`src/rtl/adc_pkg.sv`:
```
// adc_pkg: shared sample width, sequencer state encoding and default timing for the ADC blocks
package adc_pkg;
  localparam int ADC_W = 16;
  localparam int DEF_PERIOD = 400;
  localparam int DEF_TIMEOUT = 512;
  typedef enum logic [1:0] {IDLE, TRIGGER, WAIT_VALID} state_e;
endpackage

```
`src/rtl/adc_period_timer.sv`:
```
// adc_period_timer: counts 0..PERIOD-1 while EN, TICK high on the wrap cycle
module adc_period_timer import adc_pkg::*; #(
  parameter int PERIOD = DEF_PERIOD
) (
  input  logic CLK,
  input  logic rst,
  input  logic EN,
  output logic TICK
);
  localparam int W = $clog2(PERIOD);
  logic [W-1:0] cnt_q, cnt_d;
  always_comb begin
    TICK = EN && cnt_q == W'(PERIOD - 1);
    cnt_d = (!EN || TICK) ? '0 : cnt_q + 1'b1;
  end
  always_ff @(posedge CLK)
    cnt_q <= rst ? '0 : cnt_d;
endmodule

```
`src/rtl/adc_sample_averager.sv`:
```
// adc_sample_averager: paces ADC conversions, averages 2^LOG2_AVG samples, valid/ready output with sticky errors
module adc_sample_averager import adc_pkg::*; #(
  parameter int LOG2_AVG = 2,
  parameter int PERIOD = DEF_PERIOD,
  parameter int TIMEOUT = DEF_TIMEOUT
) (
  input  logic             CLK,
  input  logic             rst,
  input  logic             EN,
  input  logic             CLR_ERR,
  output logic             CNV_START,
  input  logic             BUSY,
  input  logic             VALID,
  input  logic [ADC_W-1:0] RESULT,
  output logic [ADC_W-1:0] AVG_OUT,
  output logic             AVG_VALID,
  input  logic             AVG_READY,
  output logic             OVERRUN,
  output logic             TIMEOUT_ERR
);
  localparam int ACC_W = ADC_W + LOG2_AVG;
  localparam int CNT_W = LOG2_AVG + 1;
  localparam int TO_W = $clog2(TIMEOUT + 1);
  state_e state_q, state_d;
  logic pend_q, pend_d, cnv_q, cnv_d, vld_q, vld_d, ovr_q, ovr_d, terr_q, terr_d;
  logic [ACC_W-1:0] acc_q, acc_d, acc_nx;
  logic [CNT_W-1:0] cnt_q, cnt_d, cnt_nx;
  logic [TO_W-1:0] to_q, to_d;
  logic [ADC_W-1:0] avg_q, avg_d;
  logic tick, take, pub, expired, ovr_set, terr_set;
  adc_period_timer #(.PERIOD(PERIOD)) u_timer (
    .CLK(CLK),
    .rst(rst),
    .EN(EN),
    .TICK(tick)
  );
  always_comb begin
    acc_nx = acc_q + ACC_W'(RESULT);
    cnt_nx = cnt_q + 1'b1;
    expired = to_q == TO_W'(TIMEOUT - 1);
    take = state_q == IDLE && pend_q && EN;
    // a wrap while a request is already pending is absorbed, never queued
    pend_d = EN && !take && (pend_q || tick);
    state_d = state_q;
    cnv_d = cnv_q;
    acc_d = acc_q;
    cnt_d = cnt_q;
    to_d = to_q + 1'b1;
    pub = 1'b0;
    terr_set = 1'b0;
    case (state_q)
      IDLE: begin
        if (take) begin
          state_d = TRIGGER;
          cnv_d = 1'b1;
          to_d = '0;
        end else if (!EN) begin
          acc_d = '0;
          cnt_d = '0;
        end
      end
      TRIGGER: begin
        if (BUSY) begin
          state_d = WAIT_VALID;
          cnv_d = 1'b0;
          to_d = '0;
        end else begin
          terr_set = expired;
        end
      end
      WAIT_VALID: begin
        if (VALID) begin
          state_d = IDLE;
          pub = cnt_nx == CNT_W'(1 << LOG2_AVG);
          acc_d = pub ? '0 : acc_nx;
          cnt_d = pub ? '0 : cnt_nx;
        end else begin
          terr_set = expired;
        end
      end
      default: state_d = IDLE;
    endcase
    if (terr_set) begin
      state_d = IDLE;
      cnv_d = 1'b0;
      acc_d = '0;
      cnt_d = '0;
    end
    ovr_set = pub && vld_q && !AVG_READY;
    avg_d = (pub && !ovr_set) ? acc_nx[ACC_W-1 -: ADC_W] : avg_q;
    vld_d = pub || (vld_q && !AVG_READY);
    ovr_d = ovr_set || (ovr_q && !CLR_ERR);
    terr_d = terr_set || (terr_q && !CLR_ERR);
  end
  always_ff @(posedge CLK) begin
    if (rst) begin
      state_q <= IDLE;
      pend_q <= 1'b0;
      cnv_q <= 1'b0;
      acc_q <= '0;
      cnt_q <= '0;
      to_q <= '0;
      avg_q <= '0;
      vld_q <= 1'b0;
      ovr_q <= 1'b0;
      terr_q <= 1'b0;
    end else begin
      state_q <= state_d;
      pend_q <= pend_d;
      cnv_q <= cnv_d;
      acc_q <= acc_d;
      cnt_q <= cnt_d;
      to_q <= to_d;
      avg_q <= avg_d;
      vld_q <= vld_d;
      ovr_q <= ovr_d;
      terr_q <= terr_d;
    end
  end
  assign CNV_START = cnv_q;
  assign AVG_OUT = avg_q;
  assign AVG_VALID = vld_q;
  assign OVERRUN = ovr_q;
  assign TIMEOUT_ERR = terr_q;
endmodule

```
`config.mk`:
```
export PLATFORM = sky130hd
export DESIGN_NAME = adc_sample_averager
export DESIGN_NICKNAME = d
export VERILOG_FILES = /design/src/rtl/adc_pkg.sv /design/src/rtl/adc_period_timer.sv /design/src/rtl/adc_sample_averager.sv
export SDC_FILE = /design/constraint.sdc
export NUM_CORES = 1
export LEC_CHECK = 0
export CELL_PAD_IN_SITES_DETAIL_PLACEMENT = 0
export CELL_PAD_IN_SITES_GLOBAL_PLACEMENT = 1
export CORE_MARGIN = 5
export CORE_UTILIZATION = 48
export DETAILED_ROUTE_END_ITERATION = 6
export DONT_BUFFER_PORTS = 1
export GPL_ROUTABILITY_DRIVEN = 0
export MAX_ROUTING_LAYER = met4
export PLACE_DENSITY = 0.91
export SYNTH_ARGS = -nofsm -noshare
export SYNTH_HDL_FRONTEND = slang
export SYNTH_SLANG_ARGS = --single-unit
```
`constraint.sdc`:
```
create_clock -name CLK -period 2.9 [get_ports CLK]
set_clock_uncertainty 0.1 [all_clocks]
set_input_delay 0.58 -clock CLK [delete_from_list [all_inputs] [get_ports CLK]]
set_output_delay 0.58 -clock CLK [all_outputs]
set_load 0.05 [all_outputs]
```
# After elaboration in Yosys (flattened, before gate mapping)
# Index checks and enable logic that the tools add are counted.
# classes
reduce_logical,29
muxes,25
addsub,4
n_eq_ne,10
# op_table
operator,count
$mux W18,4
$pmux W18 S2,1
$mux W10,2
$pmux W10 S2,1
$add A18 B16 Y18,1
$mux W3,4
$logic_and A1 B1 Y1,11
$add A10 B1 Y10 const B,1
$eq A10 B9 Y1 const B,1
$ne A2 B2 Y1 const B,5
$add A9 B1 Y9 const B,1
$eq A9 B9 Y1 const B,1
$mux W1,6
$mux W2,3
$pmux W2 S3,1
$pmux W3 S2,1
$reduce_and A3 Y1,2
$logic_not A1 Y1,5
$logic_or A1 B1 Y1,5
$pmux W1 S2,2
$reduce_and A4 Y1,1
$reduce_bool A2 Y1,2
$reduce_or A2 Y1,2
$add A3 B1 Y3 const B,1
other kinds (4),4
# totals
out_inout_bits,20
reg_bits,63
elab_cells,79
in_bits,23

# Depth between registers and ports, before layout
# logic_depth
depth_word,8
depth_mapped,9

# By module
# Synthesis repeated with hierarchy kept, for this count alone.
# unflattened
cells_unflattened,403
hier_area_um2,3414.5
# modules_own_cells
mod,cells_each,area_per_inst_um2,seq_area_each_um2,instances
adc_sample_averager,359,2999.1,1081.0,1
adc_period_timer,44,415.4,180.2,1

# Worst setup path after synthesis
# OpenSTA, ideal clock, no wires.
# synth_path
kind,input to register
start,input port RESULT[0]
end,register acc_q[14]
arrival_ns,2.496
path_slack_ns,0.187
required_time_ns,2.683
cell_stages,8
path_buffers,0
setup_ns,0.117
path_cell_list,ha_1 fa_1 a211oi_1 nor2_1 a221oi_4 o21ai_0 xor2_1 a22o_1
# synth_via
elab_chain_len,4
# synth_rtl
element,line_no,source
"start, declared",adc_sample_averager.sv:14,"input logic [ADC_W-1:0] RESULT,"
$add A18 B16 Y18,adc_sample_averager.sv:38,acc_nx = acc_q + ACC_W'(RESULT);
$mux W18,adc_sample_averager.sv:75,acc_d = pub ? '0 : acc_nx;
$mux W18,adc_sample_averager.sv:72,if (VALID) begin
$pmux W18 S2,adc_sample_averager.sv:51,case (state_q)
"end signal, assigned",adc_sample_averager.sv:100,acc_q <= '0;
"end signal, assigned",adc_sample_averager.sv:111,acc_q <= acc_d;
"end, declared",adc_sample_averager.sv:26,"logic [ACC_W-1:0] acc_q, acc_d, acc_nx;"
# Every way passes these cells. The select of a mux whose other input is x is not followed.
# A chain may end at the register's enable or synchronous reset.

# Worst setup path in the final report
# layout_path
start,register acc_q[0]
end,register acc_q[14]
# layout_via
elab_chain_len,4
# layout_rtl
element,line_no
$add A18 B16 Y18,adc_sample_averager.sv:38
$mux W18,adc_sample_averager.sv:75
$mux W18,adc_sample_averager.sv:72
$pmux W18 S2,adc_sample_averager.sv:51
# Every way passes these cells. The select of a mux whose other input is x is not followed.

==> results.toml <==
[power]
ir_drop_v = 0.000282
p_comb_frac = 0.049
p_leak_nw = 1.50
clkPwrFrac = 0.462
pwr-share-seq = 0.489
switching_share = 0.220
power_density_nw_per_um2 = 475
power_switching_mw = 0.396
finalPower_mw = 1.80
cell_internal_pwr_mw = 1.40

[logic_synthesis]
synth-async-reset-ratio = 0
yosysWarnings = 0
ys_seq_area_frac = 0.367
syn-num-nets = 455
yosys_register_bits = 63
synth_edf_count = 0
synth_area_um2 = 3430
synthCells = 408
syn_avg_cell_area_um2 = 8.42
ys.flop_type = "dfxtp_1"
ys_types = 50

[floorplanning]
initial_core_util = 0.500
die_h_um = 94.6
die_w_um = 94.6
ios = 43
rows = 30
die_area_um2 = 8950
coreArea_um2 = 6870

[cells_and_area]
multi_input_area_um2 = 2070
design_area_um2 = 3790
fin_nets = 460
diodes = 0
seqCellArea_um2 = 1260
syn2layout_area_growth_pct = 10.3
layout-drive-gt1-share = 0.0839
fillers = 641

[critical_path]
worstSetupEndpointType = "flip-flop"
critPathKind = "reg2reg"
crit_slowest_cell = "fa_1"
max_stage_delay_ps = 400
crit_fanout = 5
crit_required_ps = 3030
cp-start-kind = "flip-flop"
crit_family = "compound AO/OA/AOI/OAI gates"
path_cells = "ha_1 > fa_1 > a211oi_1 > nor2_1 > a221oi_4 > o21ai_0 > xor2_1 > a22o_1"
crit_arrival_ps = 2800
worst-path-buf-inv = 0

[sta]
period_needed_ps = 2670
whs_ps = 202
setup_viol = 0
finalCritPeriodShare = 0.921
clock.fmax_mhz = 374
hold_viol_final = 0
relSlewSlack = 0.455
worst_slew_pin_slew_ps = 816
final_max_slew_viol_count = 0
grt_setup_unrepaired = "no"
setup_tns_ps = 0

[clock_network]
insertion_delay_ps = 330
htreeDepth = 3
clkTransAtPathRegs_ps = 70
post_cts_buffers = 0
cts_tree = "yes"
cts_resized = 0
cts-hold-fix-buffers = 0
clockBufferDepth = 2
clockRootBuffer = "clkbuf_8"
cts_buffers = 9
clock-sinks = 63

[route]
met1_length_mm = 3.80
met3_length_um = 465
top_layer = "met4"
drt-vias-per-instance = 5.58
ant_nets = 0
dr.first_iter.drc_count = 127
wl_met2_mm = 3.26
wire_per_inst_um = 14.9
vias = 2862
dr.pass1.iters = 4
drc = 0
wl_mm = 7.63

[grt]
grt_pass1_vias = 2534
grt_overflow = 0
antenna_found_initial = 0
grt_first_pass_wirelength_mm = 12.5
grt_util_all_layers = 0.183
grt_max_degree = 24

[hold_path]
worstHoldPathType = "in2reg"

[run]
maxCapViolCount = 0

[placement]
hpwl_mm = 5.67
numPortBuffers = 0
dpl_cell_area_um2 = 3580

[status]
status = "finished, final reports clean"
==> layout make-up <==
cell class                      count  share of cell area
Multi-Input combinational cell    319               0.546
Sequential cell                    63               0.333
Clock buffer                       11              0.0373
Tap cell                           96              0.0317
Timing Repair Buffer               14              0.0277
Clock inverter                      4              0.0185
Inverter                            6             0.00594
==> cell usage after synthesis (all sizes together), types with 6 or more instances <==
cell type,count,share of area
o21ai,20,0.029
clkbuf,15,0.016
xnor2,14,0.036
nand2,41,0.045
ha,23,0.084
nand4,11,0.022
dfxtp,63,0.37
nand2b,7,0.013
nor2b,7,0.013
a21o,6,0.013
a22oi,7,0.015
nor3,10,0.015
a22o,7,0.018
and3,12,0.022
a21oi,27,0.039
nor2,42,0.046
xor2,13,0.033
nand3,19,0.028
==> registers in the layout, indices dropped and copies added (netlist names) <==
name	cells
acc_q	18
state_q	2
u_timer.cnt_q	9
OVERRUN	1
AVG_VALID	1
cnt_q	3
AVG_OUT	16
pend_q	1
to_q	10
TIMEOUT_ERR	1
CNV_START	1
==> layout by cell type, fill, tap and decap left out, types with 2 or more instances in the layout <==
cell	netlist	routed
a211oi_1	5	5
a21boi_0	2	2
a21o_1	6	6
a21oi_1	27	27
a221oi_1	2	2
a22o_1	7	7
a22oi_1	7	7
a31o_2	2	2
a31oi_1	5	5
and3_1	11	11
buf_4	0	14
bufinv_16	0	2
clkbuf_8	0	10
clkinv_2	0	2
dfxtp_1	63	63
ha_1	23	23
inv_1	5	5
mux2i_1	2	2
nand2_1	41	41
nand2b_1	7	7
nand3_1	19	19
nand3b_1	4	4
nand4_1	10	10
nor2_1	42	42
nor2b_1	7	7
nor3_1	10	10
nor4_1	2	2
o211ai_1	4	4
o21a_1	3	3
o21ai_0	18	18
o21ai_1	2	2
o21bai_1	3	3
o311ai_0	3	3
or4b_1	3	3
xnor2_1	14	14
xor2_1	13	13
==> power groups by stage <==
stage	clock, mW	sequential (mW)	combinational [mW]
global route	0.892	0.881	0.0992
floorplan	0	0.899	0.0718
CTS	0.848	0.880	0.0878
finish	0.832	0.881	0.0876
detailed placement	0	0.900	0.0873
global placement	0	0.900	0.0861
==> final timing paths <==
path	startpoint	endpoint	slack, ps	depth (start not counted)
worst max-delay path	acc_q[0]$_SDFFE_PP0P_	acc_q[14]$_SDFFE_PP0P_	230	8
worst min-delay path	rst	AVG_OUT[6]$_SDFFE_PP0P_	200	1
worst max register to register	acc_q[0]$_SDFFE_PP0P_	acc_q[14]$_SDFFE_PP0P_	230	8
worst min register to register	u_timer.cnt_q[0]$_SDFF_PP0_	u_timer.cnt_q[0]$_SDFF_PP0_	340	1
==> per-layer routing <==
layer	track usage	vias up
li1	-	1487
met1	0.246	1312
met2	0.262	52
met3	0.0534	11
met4	0.0649	0
met5	-	-
==> logic make-up (layout without fill, tap and decap cells) <==
kind of cell / after synthesis / in the layout / share of synthesized area
AO/OA/AOI/OAI: 103 / 103 / 0.203
XOR/XNOR: 27 / 27 / 0.0689
adder cells (fa/ha/maj): 24 / 24 / 0.0896
buffers and inverters: 26 / 35 / 0.0302
flip-flops: 63 / 63 / 0.367
multiplexers: 2 / 2 / 0.00583
AND/OR/NAND/NOR: 163 / 163 / 0.235
==> metrics by stage <==
stage                      util  worst slack [ps]  std cells
after floorplan               -               187        408
after global placement    0.521              33.3        498
after detailed placement  0.521              18.0        498
after CTS                 0.552               270        513
after global routing      0.552              53.7        513
final                     0.552               230        513
Note: power is estimated with default switching activity, not from simulation.
